## config.mk

```make
export PLATFORM = sky130hd
export DESIGN_NAME = nco_sine
export DESIGN_NICKNAME = d
export VERILOG_FILES = /design/src/rtl/nco_pkg.sv /design/src/rtl/sine_quarter_rom.sv /design/src/rtl/nco_sine.sv
export SDC_FILE = /design/constraint.sdc
export NUM_CORES = 1
export LEC_CHECK = 0
export CORE_MARGIN = 5
export CORE_UTILIZATION = 40
export DETAILED_ROUTE_END_ITERATION = 10
export DONT_BUFFER_PORTS = 1
export HOLD_SLACK_MARGIN = 0.03
export RECOVER_POWER = 50
export SKIP_LAST_GASP = 1
export SLEW_MARGIN = 25
export SYNTH_ARGS = -nofsm -noshare
export SYNTH_HDL_FRONTEND = slang
export SYNTH_SLANG_ARGS = --single-unit
```

## constraint.sdc

```tcl
create_clock -name clk -period 6.65 [get_ports clk]
set_input_delay 0.3325 -clock clk [delete_from_list [all_inputs] [get_ports clk]]
set_output_delay 0.3325 -clock clk [all_outputs]
set_load 0.01 [all_outputs]
```

## src/rtl/nco_pkg.sv

```systemverilog
// Shared constants and the elaboration-time quarter-sine table generator for nco_sine.
// The quarter-wave table is computed here instead of being read from a .mem file.
package nco_pkg;

    localparam int PHASE_BITS    = 10;
    localparam int LUT_ADDR_BITS = 8;
    localparam int LUT_DATA_BITS = 9;
    localparam int MIDSCALE      = 512;

    // Fibonacci taps 16,14,13,11 expressed as a mask over lfsr[15:0]
    localparam logic [15:0] LFSR_SEED = 16'hACE1;
    localparam logic [15:0] LFSR_TAPS = 16'hB400;

    localparam real PI_HALF = 1.5707963267948966;

    // q[k] = round(511 * sin(pi/2 * (k + 0.5) / 256)); the Taylor series converges well inside double precision
    function automatic logic [LUT_DATA_BITS-1:0] quarter_sine(input int k);
        real x;
        real term;
        real sum;
        x    = PI_HALF * (real'(k) + 0.5) / real'(2 ** LUT_ADDR_BITS);
        term = x;
        sum  = x;
        for (int n = 1; n < 12; n++) begin
            term = -term * x * x / real'((2 * n) * (2 * n + 1));
            sum  = sum + term;
        end
        return LUT_DATA_BITS'($rtoi(sum * real'(2 ** LUT_DATA_BITS - 1) + 0.5));
    endfunction

endpackage

```

## src/rtl/sine_quarter_rom.sv

```systemverilog
// Synchronous-read 256x9 quarter-wave sine ROM; contents fixed at elaboration.
module sine_quarter_rom
    import nco_pkg::*;
(
    input  logic                     clk,
    input  logic [LUT_ADDR_BITS-1:0] addr,
    output logic [LUT_DATA_BITS-1:0] data
);

    logic [LUT_DATA_BITS-1:0] rom_q [2 ** LUT_ADDR_BITS];

    for (genvar k = 0; k < 2 ** LUT_ADDR_BITS; k++) begin : g_rom
        localparam logic [LUT_DATA_BITS-1:0] ROM_VAL = quarter_sine(k);
        assign rom_q[k] = ROM_VAL;
    end

    // No reset on the read register so the array maps onto block RAM
    always_ff @(posedge clk) begin
        data <= rom_q[addr];
    end

endmodule

```

## src/rtl/nco_sine.sv

```systemverilog
// Numerically controlled sine source: prescaled phase accumulator, quarter-wave ROM, 10-bit output.
// Optional phase dither before truncation is enabled by defining NCO_PHASE_DITHER_EN.
module nco_sine
    import nco_pkg::*;
#(
    parameter int                  CLK_DIV  = 48,
    parameter int                  ACC_BITS = 24,
    parameter logic [ACC_BITS-1:0] TW_RESET = '0
) (
    input  logic                clk,
    input  logic                rst_n,
    input  logic                enable,
    input  logic                phase_clr,
    input  logic [ACC_BITS-1:0] tw_data,
    input  logic                tw_valid,
    output logic                tw_ready,
    output logic [9:0]          out,
    output logic                out_valid,
    output logic                wrap
);

    localparam int              CNT_W   = (CLK_DIV > 1) ? $clog2(CLK_DIV) : 1;
    localparam logic [CNT_W-1:0] CNT_MAX = CNT_W'(CLK_DIV - 1);

    logic [CNT_W-1:0]        count;
    logic                    tick;
    logic                    step;
    logic                    accept;
    logic                    pending;
    logic [ACC_BITS-1:0]     tw_pending;
    logic [ACC_BITS-1:0]     tw_active;
    logic [ACC_BITS-1:0]     eff_tw;
    logic [ACC_BITS-1:0]     acc;
    logic [ACC_BITS:0]       sum;
    logic [PHASE_BITS-1:0]   phase_idx;

    logic                    s1_valid;
    logic                    s1_wrap;
    logic [PHASE_BITS-1:0]   s1_idx;
    logic [LUT_ADDR_BITS-1:0] rom_addr;
    logic [LUT_DATA_BITS-1:0] rom_q;
    logic                    s2_valid;
    logic                    s2_wrap;
    logic                    s2_neg;

    // Handshake: a word moves when tw_valid && tw_ready at a rising edge; tw_valid is ignored while a word is pending
    assign tick     = enable && (count == CNT_MAX);
    assign step     = tick && !phase_clr;
    assign tw_ready = !pending;
    assign accept   = tw_valid && tw_ready;
    assign eff_tw   = pending ? tw_pending : tw_active;
    assign sum      = {1'b0, acc} + {1'b0, eff_tw};

    always_ff @(posedge clk or negedge rst_n) begin
        if (!rst_n) begin
            count <= '0;
        end else if (phase_clr) begin
            count <= '0;
        end else if (enable) begin
            count <= tick ? '0 : count + CNT_W'(1);
        end
    end

    always_ff @(posedge clk or negedge rst_n) begin
        if (!rst_n) begin
            pending    <= 1'b0;
            tw_pending <= '0;
            tw_active  <= TW_RESET;
        end else if (accept) begin
            pending    <= 1'b1;
            tw_pending <= tw_data;
        end else if (step && pending) begin
            pending   <= 1'b0;
            tw_active <= tw_pending;
        end
    end

    always_ff @(posedge clk or negedge rst_n) begin
        if (!rst_n) begin
            acc <= '0;
        end else if (phase_clr) begin
            acc <= '0;
        end else if (step) begin
            acc <= sum[ACC_BITS-1:0];
        end
    end

`ifdef NCO_PHASE_DITHER_EN
    logic [15:0]         lfsr;
    logic [ACC_BITS-1:0] dith_phase;
    logic                unused_lfsr;

    always_ff @(posedge clk or negedge rst_n) begin
        if (!rst_n) begin
            lfsr <= LFSR_SEED;
        end else if (tick) begin
            lfsr <= {lfsr[14:0], ^(lfsr & LFSR_TAPS)};
        end
    end

    // Dither only perturbs the table index; the accumulator itself stays exact
    assign dith_phase  = acc + {{PHASE_BITS{1'b0}}, lfsr[ACC_BITS-PHASE_BITS-1:0]};
    assign phase_idx   = dith_phase[ACC_BITS-1 -: PHASE_BITS];
    assign unused_lfsr = ^lfsr;
`else
    assign phase_idx = acc[ACC_BITS-1 -: PHASE_BITS];
`endif

    // Each sample is the phase held at its tick; the tick's addition lands in acc alongside
    always_ff @(posedge clk or negedge rst_n) begin
        if (!rst_n) begin
            s1_valid <= 1'b0;
            s1_wrap  <= 1'b0;
            s1_idx   <= '0;
        end else begin
            s1_valid <= step;
            if (step) begin
                s1_idx  <= phase_idx;
                s1_wrap <= sum[ACC_BITS];
            end
        end
    end

    assign rom_addr = s1_idx[8] ? ~s1_idx[7:0] : s1_idx[7:0];

    sine_quarter_rom u_rom (
        .clk  (clk),
        .addr (rom_addr),
        .data (rom_q)
    );

    always_ff @(posedge clk or negedge rst_n) begin
        if (!rst_n) begin
            s2_valid  <= 1'b0;
            s2_wrap   <= 1'b0;
            s2_neg    <= 1'b0;
            out       <= 10'(MIDSCALE);
            out_valid <= 1'b0;
            wrap      <= 1'b0;
        end else begin
            s2_valid  <= s1_valid;
            s2_wrap   <= s1_valid && s1_wrap;
            s2_neg    <= s1_idx[9];
            out_valid <= s2_valid;
            wrap      <= s2_valid && s2_wrap;
            if (s2_valid) begin
                out <= s2_neg ? (10'd511 - {1'b0, rom_q}) : (10'd512 + {1'b0, rom_q});
            end
        end
    end

endmodule

```

# == Word-level counts from Yosys, hierarchy flattened ==
# Memories as Yosys holds them, arrays and structs flattened. A register that Yosys moved wholly into a read port is not among the register bits.
# Cells that the tools add are included.
# totals
latchBits,0
romBits,2304
output_inout_bits,13
reg_bits,106
ram_bits,0
n_memories,1
inputBits,29
wordCells,45
# memory_table
memory,depth,word_bits,rd,rd_ports_with_merged_regs,write_ports,line_no,rtl
(name not given),256,9,1,1,0,sine_quarter_rom.sv:19,data <= rom_q[addr];
# op_classes
addsub,4
n_reduce_logical,12
muxes,10
n_mul,0
shifts,0
n_bitwise,3
div,0
magnitude_cmp,0
n_eq_ne,1
# op_table
operator,count
$mux 24,3
$add 24x24->25,1
$mux 6,3
$add 10x9->10 const A,1
$mux 10,1
$sub 9x9->10 const A,1
$not 8->9,1
$mux 8,1
$not 8->8,1
$add 6x1->6 const B,1
$eq 6x6->1 const B,1
$logic_and 1x1->1,6
$reduce_bool 2->1,3
$logic_not 1->1,2
$mux 1,2
$reduce_and 2->1,1
$not 1->1,1

# == Longest topological paths before layout ==
# Gate-level depths: netlist of run 1.
# logic_depth
word_depth,6
ltp_mapped,15
mapped_depth_nobuf,11

# == Cells and area by module ==
# From an unflattened synthesis of run 1, not the netlist that was laid out.
# hier_totals
hier_cells,913
hier_area_um2,8361.8
# modules_own_cells
module,instances,cells_each,area_each_um2,seq_area_each_um2
nco_sine,1,557,5828.1,2653.8
sine_quarter_rom,1,356,2533.7,180.2

# == Least setup slack after synthesis of run 1 ==
# OpenSTA, ideal clock, no wires.
# synth_timing
kind,flip-flop to flip-flop
startpoint,register pending
endpoint,register acc[20]
arrival_time_ns,3.125
setup_ns,0.120
path_stages_with_launch,11
t_required_ns,6.530
path_slack_ns,3.405
n_path_buf,2
cell_sequence,dfrtp_1 > clkbuf_1 > clkbuf_1 > mux2_2 > ha_1 > a21o_1 > a21o_1 > a221o_1 > a31o_1 > or4_1 > and3_1
# synth_via
elab_chain_len,4
# synth_rtl
item,line_no,rtl
start: declaration,nco_sine.sv:29,logic pending;
start signal: assignment,nco_sine.sv:66,pending <= 1'b0;
start signal: assignment,nco_sine.sv:70,pending <= 1'b1;
start signal: assignment,nco_sine.sv:73,pending <= 1'b0;
$mux 24,nco_sine.sv:51,assign eff_tw = pending ? tw_pending : tw_active;
$add 24x24->25,nco_sine.sv:52,"assign sum = {1'b0, acc} + {1'b0, eff_tw};"
$mux 24,nco_sine.sv:83,end else if (step) begin
$mux 24,nco_sine.sv:81,end else if (phase_clr) begin
end signal: assignment,nco_sine.sv:84,acc <= sum[ACC_BITS-1:0];
end: declaration,nco_sine.sv:33,logic [ACC_BITS-1:0] acc;
# No other way between the ends. The select of a mux whose other input is x is not followed.
# A chain may end at the register's enable or synchronous reset.

# == Worst setup path in the final report of run 1 ==
# layout_timing
startpoint,register s1_idx[8]
endpoint,register u_rom.data[3]
# layout_via
elab_chain_len,2
# layout_rtl
item,line_no,rtl
start: declaration,nco_sine.sv:39,logic [PHASE_BITS-1:0] s1_idx;
start signal: assignment,nco_sine.sv:118,s1_idx <= phase_idx;
$mux 8,nco_sine.sv:124,assign rom_addr = s1_idx[8] ? ~s1_idx[7:0] : s1_idx[7:0];
$not 8->9 (not written as such),sine_quarter_rom.sv:19,
end: declaration,sine_quarter_rom.sv:7,output logic [LUT_DATA_BITS-1:0] data
# No other way between the ends.

==> results of run 1 <==
==> synth_stat cells, drive strengths merged (24+ instances only) <==
| master | number | area, um2 |
|---|---|---|
| nand3 | 24 | 120 |
| ha | 36 | 450 |
| nor3 | 30 | 150 |
| dfrtp | 105 | 2630 |
| nor2 | 105 | 409 |
| mux2 | 74 | 833 |
| o21ai | 118 | 594 |
| o22ai | 29 | 181 |
| nand2 | 152 | 571 |
| buf | 51 | 288 |
| a21oi | 122 | 611 |
| a211oi | 24 | 180 |
| xnor2 | 24 | 210 |
| inv | 24 | 90.1 |
| clkbuf | 48 | 181 |
==> placed cells by master (no fill, tap or decap), types with 16 or more instances in the layout <==
master and n:
clkbuf_16 17, nand3_1 24, o22ai_1 29, a211oi_1 24
ha_1 36, xnor2_1 24, o21ai_0 113, mux2_2 74
a21oi_1 122, nand2_1 152, inv_1 22, nand2b_1 16
o211ai_1 20, dfrtp_1 101, nor2_1 101, nor3_1 30
a31oi_1 17
==> routing by layer <==
layer	global-route usage [%]	wire length (um)
met1	34.3	14200
met2	38.6	15300
met3	7.04	3560
met4	14.2	1950
met5	0	0
==> report_power, final <==
group          leakage, uW  internal (uW)  switching, uW
clock             0.000308            613            375
sequential         0.00148            717           13.6
combinational      0.00244           49.0           62.9
total              0.00423           1380            451
==> logic make-up after synthesis <==
logic type,Yosys count
AO/OA/AOI/OAI,422
AND/OR/NAND/NOR,400
buffers and inverters,124
flip-flops,115
multiplexers,83
adder cells (fa/ha/maj),37
XOR/XNOR,35
==> worst min path at each step <==
stage	to	slack, ns	cells after the start
4_1_cts	tw_pending[7]$_DFFE_PN0P_	0.05	1
6_report	tw_pending[4]$_DFFE_PN0P_	0.06	1
3_3_place_gp	s1_idx[0]$_DFFE_PN0P_	0.04	0
5_1_grt	tw_pending[2]$_DFFE_PN0P_	0.04	1
3_5_place_dp	s1_idx[0]$_DFFE_PN0P_	0.04	0
2_1_floorplan	acc[0]$_DFFE_PN0P_	0.04	0
==> area by class of cell <==
| cell class | instances | area share [%] |
|---|---|---|
| clock inverters | 14 | 1.87 |
| multi-input cells | 977 | 60.0 |
| well taps | 319 | 3.87 |
| clock buffers | 18 | 4.26 |
| repair buffers | 17 | 1.48 |
| flip-flops and latches | 115 | 27.6 |
| inverters | 25 | 0.910 |
==> state kept, by name, summed over array words and instances (netlist names), 6 cells and up <==
name	cells
s1_idx	10
u_rom.data	9
tw_pending	24
out	10
acc	24
tw_active	24
count	6
==> worst max-delay path: cells and delay by family (launching register included) <==
kind                     cells  cell delay, ns
buffers and inverters        1            0.30
XOR/XNOR                     2            0.88
flip-flops                   1            0.62
AND/OR/NAND/NOR              2            0.55
adder cells (fa/ha/maj)      1            0.71
AO/OA/AOI/OAI                3            0.99
==> through the flow <==
stage | utilization (%) | cell area [um2]
floorplan | - | 9580
global placement | 40.9 | 9630
detailed placement | 40.9 | 9630
CTS | 43.8 | 10300
global route | 43.8 | 10300
finish | 43.8 | 10300
==> results.json, run 1 <==
{
  "netlist_area_mm2": 0.00958,
  "pre_cts_slack_ns": 2.67,
  "cts_resized": 0,
  "crit_type": "reg2reg",
  "wl_per_cell_um": 23.6,
  "antenna_found_initial": 0,
  "first_pass_iters": 6,
  "portBuffers": 0,
  "crit_slowest_cell": "xnor2_1",
  "postCtsSetupRepairBufs": 0,
  "relSlewSlack_pct": 34.6,
  "numCtsBuffers": 17,
  "hold_viol": 0,
  "yosys.area_share.adder_pct": 4.91,
  "rows": 56,
  "hpwlAfterDp_mm": 23.9,
  "startpoint_type": "flip-flop",
  "synth_edf_count": 0,
  "synth-warning-count": 0,
  "skew_ns": 0.0151,
  "synth_top_family_by_area": "compound AO/OA/AOI/OAI gates",
  "timing.max_cap.violations": 0,
  "synth_xor_area_share_pct": 3.39,
  "clock_latency_ns": 0.43,
  "cp_cell_sequence": "xnor2_1 -> inv_1 -> ha_1 -> or2_2 -> a31oi_1 -> xnor2_1 -> o32a_1 -> o211ai_1 -> nand3_1",
  "antenna_cells": 0,
  "drv_slew": 0,
  "hold_start": "tw_data[4]",
  "critPathRequiredTime_ns": 6.95,
  "endpoint": "u_rom.data[3]$_DFF_P_",
  "finalCritPeriodShare_pct": 62.9,
  "worst_pin_slew_ns": 0.977,
  "synthArstFlopShare_pct": 92.2,
  "crit_path_max_incr_delay_ns": 0.71,
  "fin_crit_ns": 4.18,
  "ios": 42,
  "setup_violations": 0,
  "reg2reg_slack_ns": 2.47,
  "synthSimpleGateAreaFrac_pct": 19.3,
  "areaGrowthSynthToFinish_pct": 7.56,
  "grt_pass1_vias": 9117,
  "critPathMaxFanout": 27,
  "die_x_um": 165,
  "r2r-start": "s1_idx[8]$_DFFE_PN0P_",
  "synthMuxAreaShare_pct": 9.77,
  "ys.flop_type": "dfrtp_1",
  "cts-root-buf": "clkbuf_16",
  "fp.coreArea_mm2": 0.0235,
  "grt.total_usage_pct": 26.0,
  "gp_congestion": 1.03,
  "power.total_uw": 1830,
  "rr_endpoint": "u_rom.data[3]$_DFF_P_",
  "arrival_ns": 4.48,
  "initial_core_util_pct": 40.7,
  "postRouteAntennaNets": 0,
  "synthesis.nets": 1282,
  "nFillCells": 2397,
  "ys_seq_elements": 115,
  "cts_tree": "built",
  "rsz0062_at_grt": "no",
  "fin_tns_setup_ns": 0,
  "power_leakage_uw": 0.00423,
  "grt_first_pass_wirelength_mm": 54.3,
  "setup_slack_ns": 2.47,
  "seqCellArea_mm2": 0.00284,
  "nets": 1219,
  "gr-total-overflow": 0,
  "synth_cells": 1216,
  "clk_pin_slew_ns": 0.06,
  "yosysSeqAreaShare_pct": 29.6,
  "vias": 9520,
  "final_cells": 1485,
  "viasPerCell": 6.41,
  "max_freq_mhz": 239,
  "dp.cells": 1450,
  "critPathLaunch": "s1_idx[8]$_DFFE_PN0P_",
  "ys_types": 82,
  "htreeDepth": 4,
  "drt-total-wl_mm": 35.1,
  "power.density_mw_per_mm2": 178,
  "clk_path_buf_depth": 2,
  "postCtsHoldBufs": 3,
  "die_area_mm2": 0.0272,
  "cts_sinks": 115,
  "critPathMostFrequentCell": "xnor2_1",
  "syn_area_per_cell_um2": 7.88,
  "multi_input_area_mm2": 0.00619,
  "route.detailed.drc": 0,
  "rr_worst_depth": 9,
  "synth-compound-area-share_pct": 27.2,
  "outcome": "finished clean",
  "dr.first_iter.drc_count": 1176,
  "die_h_um": 165,
  "crit_path_end_kind": "flip-flop",
  "holdWs_ns": 0.0586,
  "hold_class": "in2reg",
  "grt_max_degree": 107,
  "drive_gt1_share_pct": 12.5,
  "ir_worst_vdd_mv": 0.138
}
Note: power is estimated with default switching activity, not from simulation.
==> inputs of run 2 (changes only) <==
clock period = 3.5 ns   (was 6.65 ns; I/O delays follow)
==> run 2 against run 1 <==
Net effect:
- routed wire length grew 3.5%
- die area is the same
- non-clock buffer count grew 121
- fmax grew 31%
- clock power grew 74%
- cell area grew 9.5%
- via count grew 3.4%
- critical path depth grew 1
- clock skew shrank 0.0052 ns
- critical path type unchanged
==> results.json, run 2 (synthesis results as in run 1) <==
{
  "die_area_mm2": 0.0272,
  "wl_per_cell_um": 22.6,
  "r2r-start": "pending$_DFFE_PN0P_",
  "ir_worst_vdd_mv": 0.346,
  "outcome": "finished clean",
  "antenna_found_initial": 0,
  "route.detailed.drc": 0,
  "die_h_um": 165,
  "clock_latency_ns": 0.42,
  "layout_common_cells": "nand2_1 (152), a21oi_1 (122), o21ai_0 (113)",
  "final_common_cell": "nand2_1",
  "setup_violations": 0,
  "clk_path_buf_depth": 2,
  "cts_tree": "built",
  "rr_worst_depth": 10,
  "arrival_ns": 3.49,
  "hpwlAfterDp_mm": 26.6,
  "reg2reg_slack_ns": 0.31,
  "grt.total_usage_pct": 27.0,
  "cts_sinks": 115,
  "die_x_um": 165,
  "fin_crit_ns": 3.19,
  "grt_max_degree": 107,
  "antenna_cells": 0,
  "relSlewSlack_pct": 38.0,
  "max_freq_mhz": 314,
  "whs_endpoint": "count[3]$_DFFE_PN0P_",
  "hold_class": "in2reg",
  "drv_slew": 0,
  "hold_start": "enable",
  "rsz0062_at_grt": "no",
  "first_pass_iters": 6,
  "finalCritPeriodShare_pct": 91.1,
  "grt_pass1_vias": 9417,
  "setup_slack_ns": 0.312,
  "rows": 56,
  "power.density_mw_per_mm2": 297,
  "postRouteAntennaNets": 0,
  "fin_tns_setup_ns": 0,
  "vias": 9842,
  "crit_type": "reg2reg",
  "critPathLaunch": "pending$_DFFE_PN0P_",
  "top_regs": "acc: 24 flops, tw_active: 24 flops, tw_pending: 24 flops",
  "grt_first_pass_wirelength_mm": 56.2,
  "critPathRequiredTime_ns": 3.80,
  "drt-total-wl_mm": 36.3,
  "numCtsBuffers": 17,
  "clk_pin_slew_ns": 0.06,
  "ios": 42,
  "rr_endpoint": "acc[20]$_DFFE_PN0P_",
  "crit_path_end_kind": "flip-flop",
  "cts-root-buf": "clkbuf_16",
  "dr.first_iter.drc_count": 1026,
  "worstHoldPathCells": 3,
  "timing.max_cap.violations": 0,
  "portBuffers": 0,
  "skew_ns": 0.00995,
  "worst_pin_slew_ns": 0.927,
  "nets": 1340,
  "power_leakage_uw": 0.00480,
  "critPathMaxFanout": 5,
  "power.total_uw": 3350,
  "hold_viol": 0,
  "gp_congestion": 1.04,
  "areaGrowthSynthToFinish_pct": 17.8,
  "viasPerCell": 6.13,
  "initial_core_util_pct": 40.7,
  "startpoint_type": "flip-flop",
  "gr-total-overflow": 0,
  "drive_gt1_share_pct": 18.6,
  "fp.coreArea_mm2": 0.0235,
  "pre_cts_slack_ns": 0.387,
  "finalCoreUtilization_pct": 47.9,
  "postCtsSetupRepairBufs": 0,
  "htreeDepth": 4
}
run 2: changes by cell type in the layout (fill, tap and decap cells not counted), sizes merged:
cell / before / now
clkinvlp: 1 / 3
clkinv: 4 / 6
buf: 15 / 109
inv: 31 / 28
dlygate4sd3: 2 / 29
bufinv: 3 / 2
run 2: what timing repair did:
| item | 4_1_cts | 5_1_grt |
|---|---|---|
| hold buffers | 30 | 0 |
| hold endpoints to repair | 150 | 0 |
| resized for setup | 0 | 0 |
run 2: final cells by class:
type | count | area (um2)
clock buffer | 18 | 429
clock inverter | 14 | 154
fill | 2336 | 12300
inverter | 25 | 93.8
multi-input combinational | 977 | 6190
sequential | 115 | 2840
tap | 319 | 399
timing repair buffer | 138 | 1180
run 2: critical path, stage by stage (launching register included):
cell	delay, ns
dfrtp_1	0.40
mux2_2	0.35
ha_1	0.21
fa_1	0.41
a21oi_1	0.23
o21ai_1	0.10
a21oi_1	0.28
o21ai_1	0.19
a31o_1	0.27
or4_1	0.48
and3_1	0.15
run 2: how the worst max path moves through the flow:
stage                               end  slack (ns)
floorplan           acc[20]$_DFFE_PN0P_        0.26
global placement    acc[20]$_DFFE_PN0P_        0.42
detailed placement  acc[20]$_DFFE_PN0P_        0.39
CTS                 acc[20]$_DFFE_PN0P_        0.35
global route        acc[22]$_DFFE_PN0P_        0.19
finish              acc[20]$_DFFE_PN0P_        0.31
run 2: power breakdown:
part           leakage [uW]  switching [uW]  internal [uW]
Clock              0.000278             664           1060
Sequential          0.00148            28.5           1360
Combinational       0.00304             125            114
run 2: metal layers:
metal / global-route usage [%] / share of wire, % / vias to the layer above
met5: 0 / 0 / -
met3: 4.64 / 7.7 / 109
met2: 41.2 / 45 / 494
li1: - / - / 4556
met4: 13.1 / 5.6 / 0
met1: 37.0 / 42 / 4683
run 2: per-stage QoR:
| stage | cell area [um2] | hold slack [ns] | cells |
|---|---|---|---|
| 2_1_floorplan | 9580 | -0.121 | 1216 |
| 3_3_place_gp | 10400 | -0.109 | 1544 |
| 3_5_place_dp | 10400 | -0.108 | 1544 |
| 4_1_cts | 11300 | 0.119 | 1606 |
| 5_1_grt | 11300 | 0.150 | 1606 |
| 6_report | 11300 | 0.129 | 1606 |
==> inputs of run 3 (changes only) <==
CORE_UTILIZATION = 35   (was 40)
==> run 3 against run 2 <==
Net effect:
- global-route usage fell by 3.4 points
- clock power rose by 8%
- count of clock-buffer cells in the layout did not move
- total power rose by 4.0%
- critical path type unchanged
==> results.json, run 3 (synthesis results as in run 1) <==
{
  "die_h_um": 175,
  "outcome": "finished clean",
  "cts_sinks": 115,
  "fin_tns_setup_ns": 0,
  "clk_pin_slew_ns": 0.06,
  "htreeDepth": 4,
  "fp.coreArea_mm2": 0.0270,
  "place_area_mm2": 0.0102,
  "setup_slack_ns": 0.156,
  "grt_pass1_vias": 9516,
  "power.total_uw": 3480,
  "worstHoldPathCells": 3,
  "max_freq_mhz": 299,
  "fin_crit_ns": 3.34,
  "hold_viol": 0,
  "rows": 60,
  "rr_worst_depth": 11,
  "drive_gt1_share_pct": 16.8,
  "first_pass_iters": 5,
  "nets": 1312,
  "areaGrowthSynthToFinish_pct": 16.5,
  "power_leakage_uw": 0.00469,
  "setup_violations": 0,
  "postRouteAntennaNets": 0,
  "hold_class": "in2reg",
  "critPathRequiredTime_ns": 3.83,
  "worst_pin_slew_ns": 0.967,
  "gp_congestion": 1.03,
  "initial_core_util_pct": 35.6,
  "grt.total_usage_pct": 23.6,
  "drv_slew": 0,
  "cts_tree": "built",
  "drt-total-wl_mm": 36.7,
  "grt_first_pass_wirelength_mm": 56.6,
  "r2r-start": "pending$_DFFE_PN0P_",
  "vias": 9793,
  "finalCritPeriodShare_pct": 95.6,
  "dr.first_iter.drc_count": 1313,
  "relSlewSlack_pct": 35.3,
  "grt_max_degree": 107,
  "crit_path_end_kind": "flip-flop",
  "cts-root-buf": "clkbuf_16",
  "skew_ns": 0.0131,
  "finalInstanceArea_mm2": 0.0112,
  "clock_latency_ns": 0.43,
  "power.density_mw_per_mm2": 312,
  "critPathLaunch": "pending$_DFFE_PN0P_",
  "antenna_cells": 0,
  "wl_per_cell_um": 23.0,
  "critPathMaxFanout": 19,
  "crit_type": "reg2reg",
  "portBuffers": 0,
  "layout_common_cells": "nand2_1 (152), a21oi_1 (122), o21ai_0 (113)",
  "hpwlAfterDp_mm": 26.5,
  "final_common_cell": "nand2_1",
  "antenna_found_initial": 1,
  "rsz0062_at_grt": "no",
  "route.detailed.drc": 0,
  "hold_start": "enable",
  "pre_cts_slack_ns": 0.307,
  "dp.cells": 1538,
  "timing.max_cap.violations": 0,
  "arrival_ns": 3.68,
  "final_cells": 1600,
  "ios": 42,
  "startpoint_type": "flip-flop",
  "gr-total-overflow": 0,
  "die_area_mm2": 0.0308,
  "viasPerCell": 6.12,
  "die_x_um": 175,
  "numCtsBuffers": 17,
  "top_regs": "acc: 24 flops, tw_active: 24 flops, tw_pending: 24 flops",
  "ir_worst_vdd_mv": 0.286,
  "clk_path_buf_depth": 2
}
run 3: cell count changes in the layout (fill, tap and decap cells not counted), sizes merged:
cell | previous run | this run
inv | 28 | 30
clkinvlp | 3 | 1
clkinv | 6 | 5
bufinv | 2 | 3
buf | 109 | 81
run 3: area by class of cell:
| cell class | count | area (um2) |
|---|---|---|
| Fill cell | 2695 | 15800 |
| Tap cell | 341 | 427 |
| Timing Repair Buffer | 110 | 981 |
| Multi-Input combinational cell | 977 | 6190 |
| Sequential cell | 115 | 2840 |
| Clock buffer | 18 | 439 |
| Inverter | 25 | 93.8 |
| Clock inverter | 14 | 193 |
run 3: where the power goes:
| part | internal (uW) | switching (uW) |
|---|---|---|
| combinational | 113 | 124 |
| sequential | 1360 | 27.2 |
| clock | 1160 | 694 |
run 3: worst paths after layout:
check                                            to  slack [ns]
max                             acc[19]$_DFFE_PN0P_        0.16
min                            count[3]$_DFFE_PN0P_        0.12
max reg2reg                     acc[19]$_DFFE_PN0P_        0.16
min reg2reg                      s2_valid$_DFF_PN0_        0.36
max in group asynchronous        out[9]$_DFFE_PN1P_        2.73
min in group asynchronous  tw_active[2]$_DFFE_PN0P_        0.33
run 3: per-stage QoR:
step	hold slack, ns	utilization, %
floorplan	-0.121	-
global placement	-0.117	37.9
detailed placement	-0.117	37.9
CTS	0.0947	41.4
global route	0.151	41.4
finish	0.119	41.4
run 3: worst max-delay path, stage by stage, from the launching register on:
cell,delay [ns]
dfrtp_1,0.40
buf_4,0.30
mux2_2,0.38
ha_1,0.35
a21o_1,0.19
a21o_1,0.17
a21oi_1,0.20
o41ai_1,0.12
nor3_1,0.58
o21ai_0,0.25
xnor2_1,0.16
o21ai_0,0.16
run 3: timing repair:
| action | in CTS | in global routing |
|---|---|---|
| resized for setup | 0 | 0 |
| setup buffers | 0 | 0 |
| endpoints found under the hold margin | 149 | 0 |
| hold buffers | 30 | 0 |
| setup endpoints to repair | 0 | 0 |
run 3: routing by layer:
layer / GRT usage, % / wire length, um
met1: 31.9 / 15700
met2: 34.8 / 15700
met3: 4.84 / 3000
met4: 14.0 / 2400
met5: 0 / 12
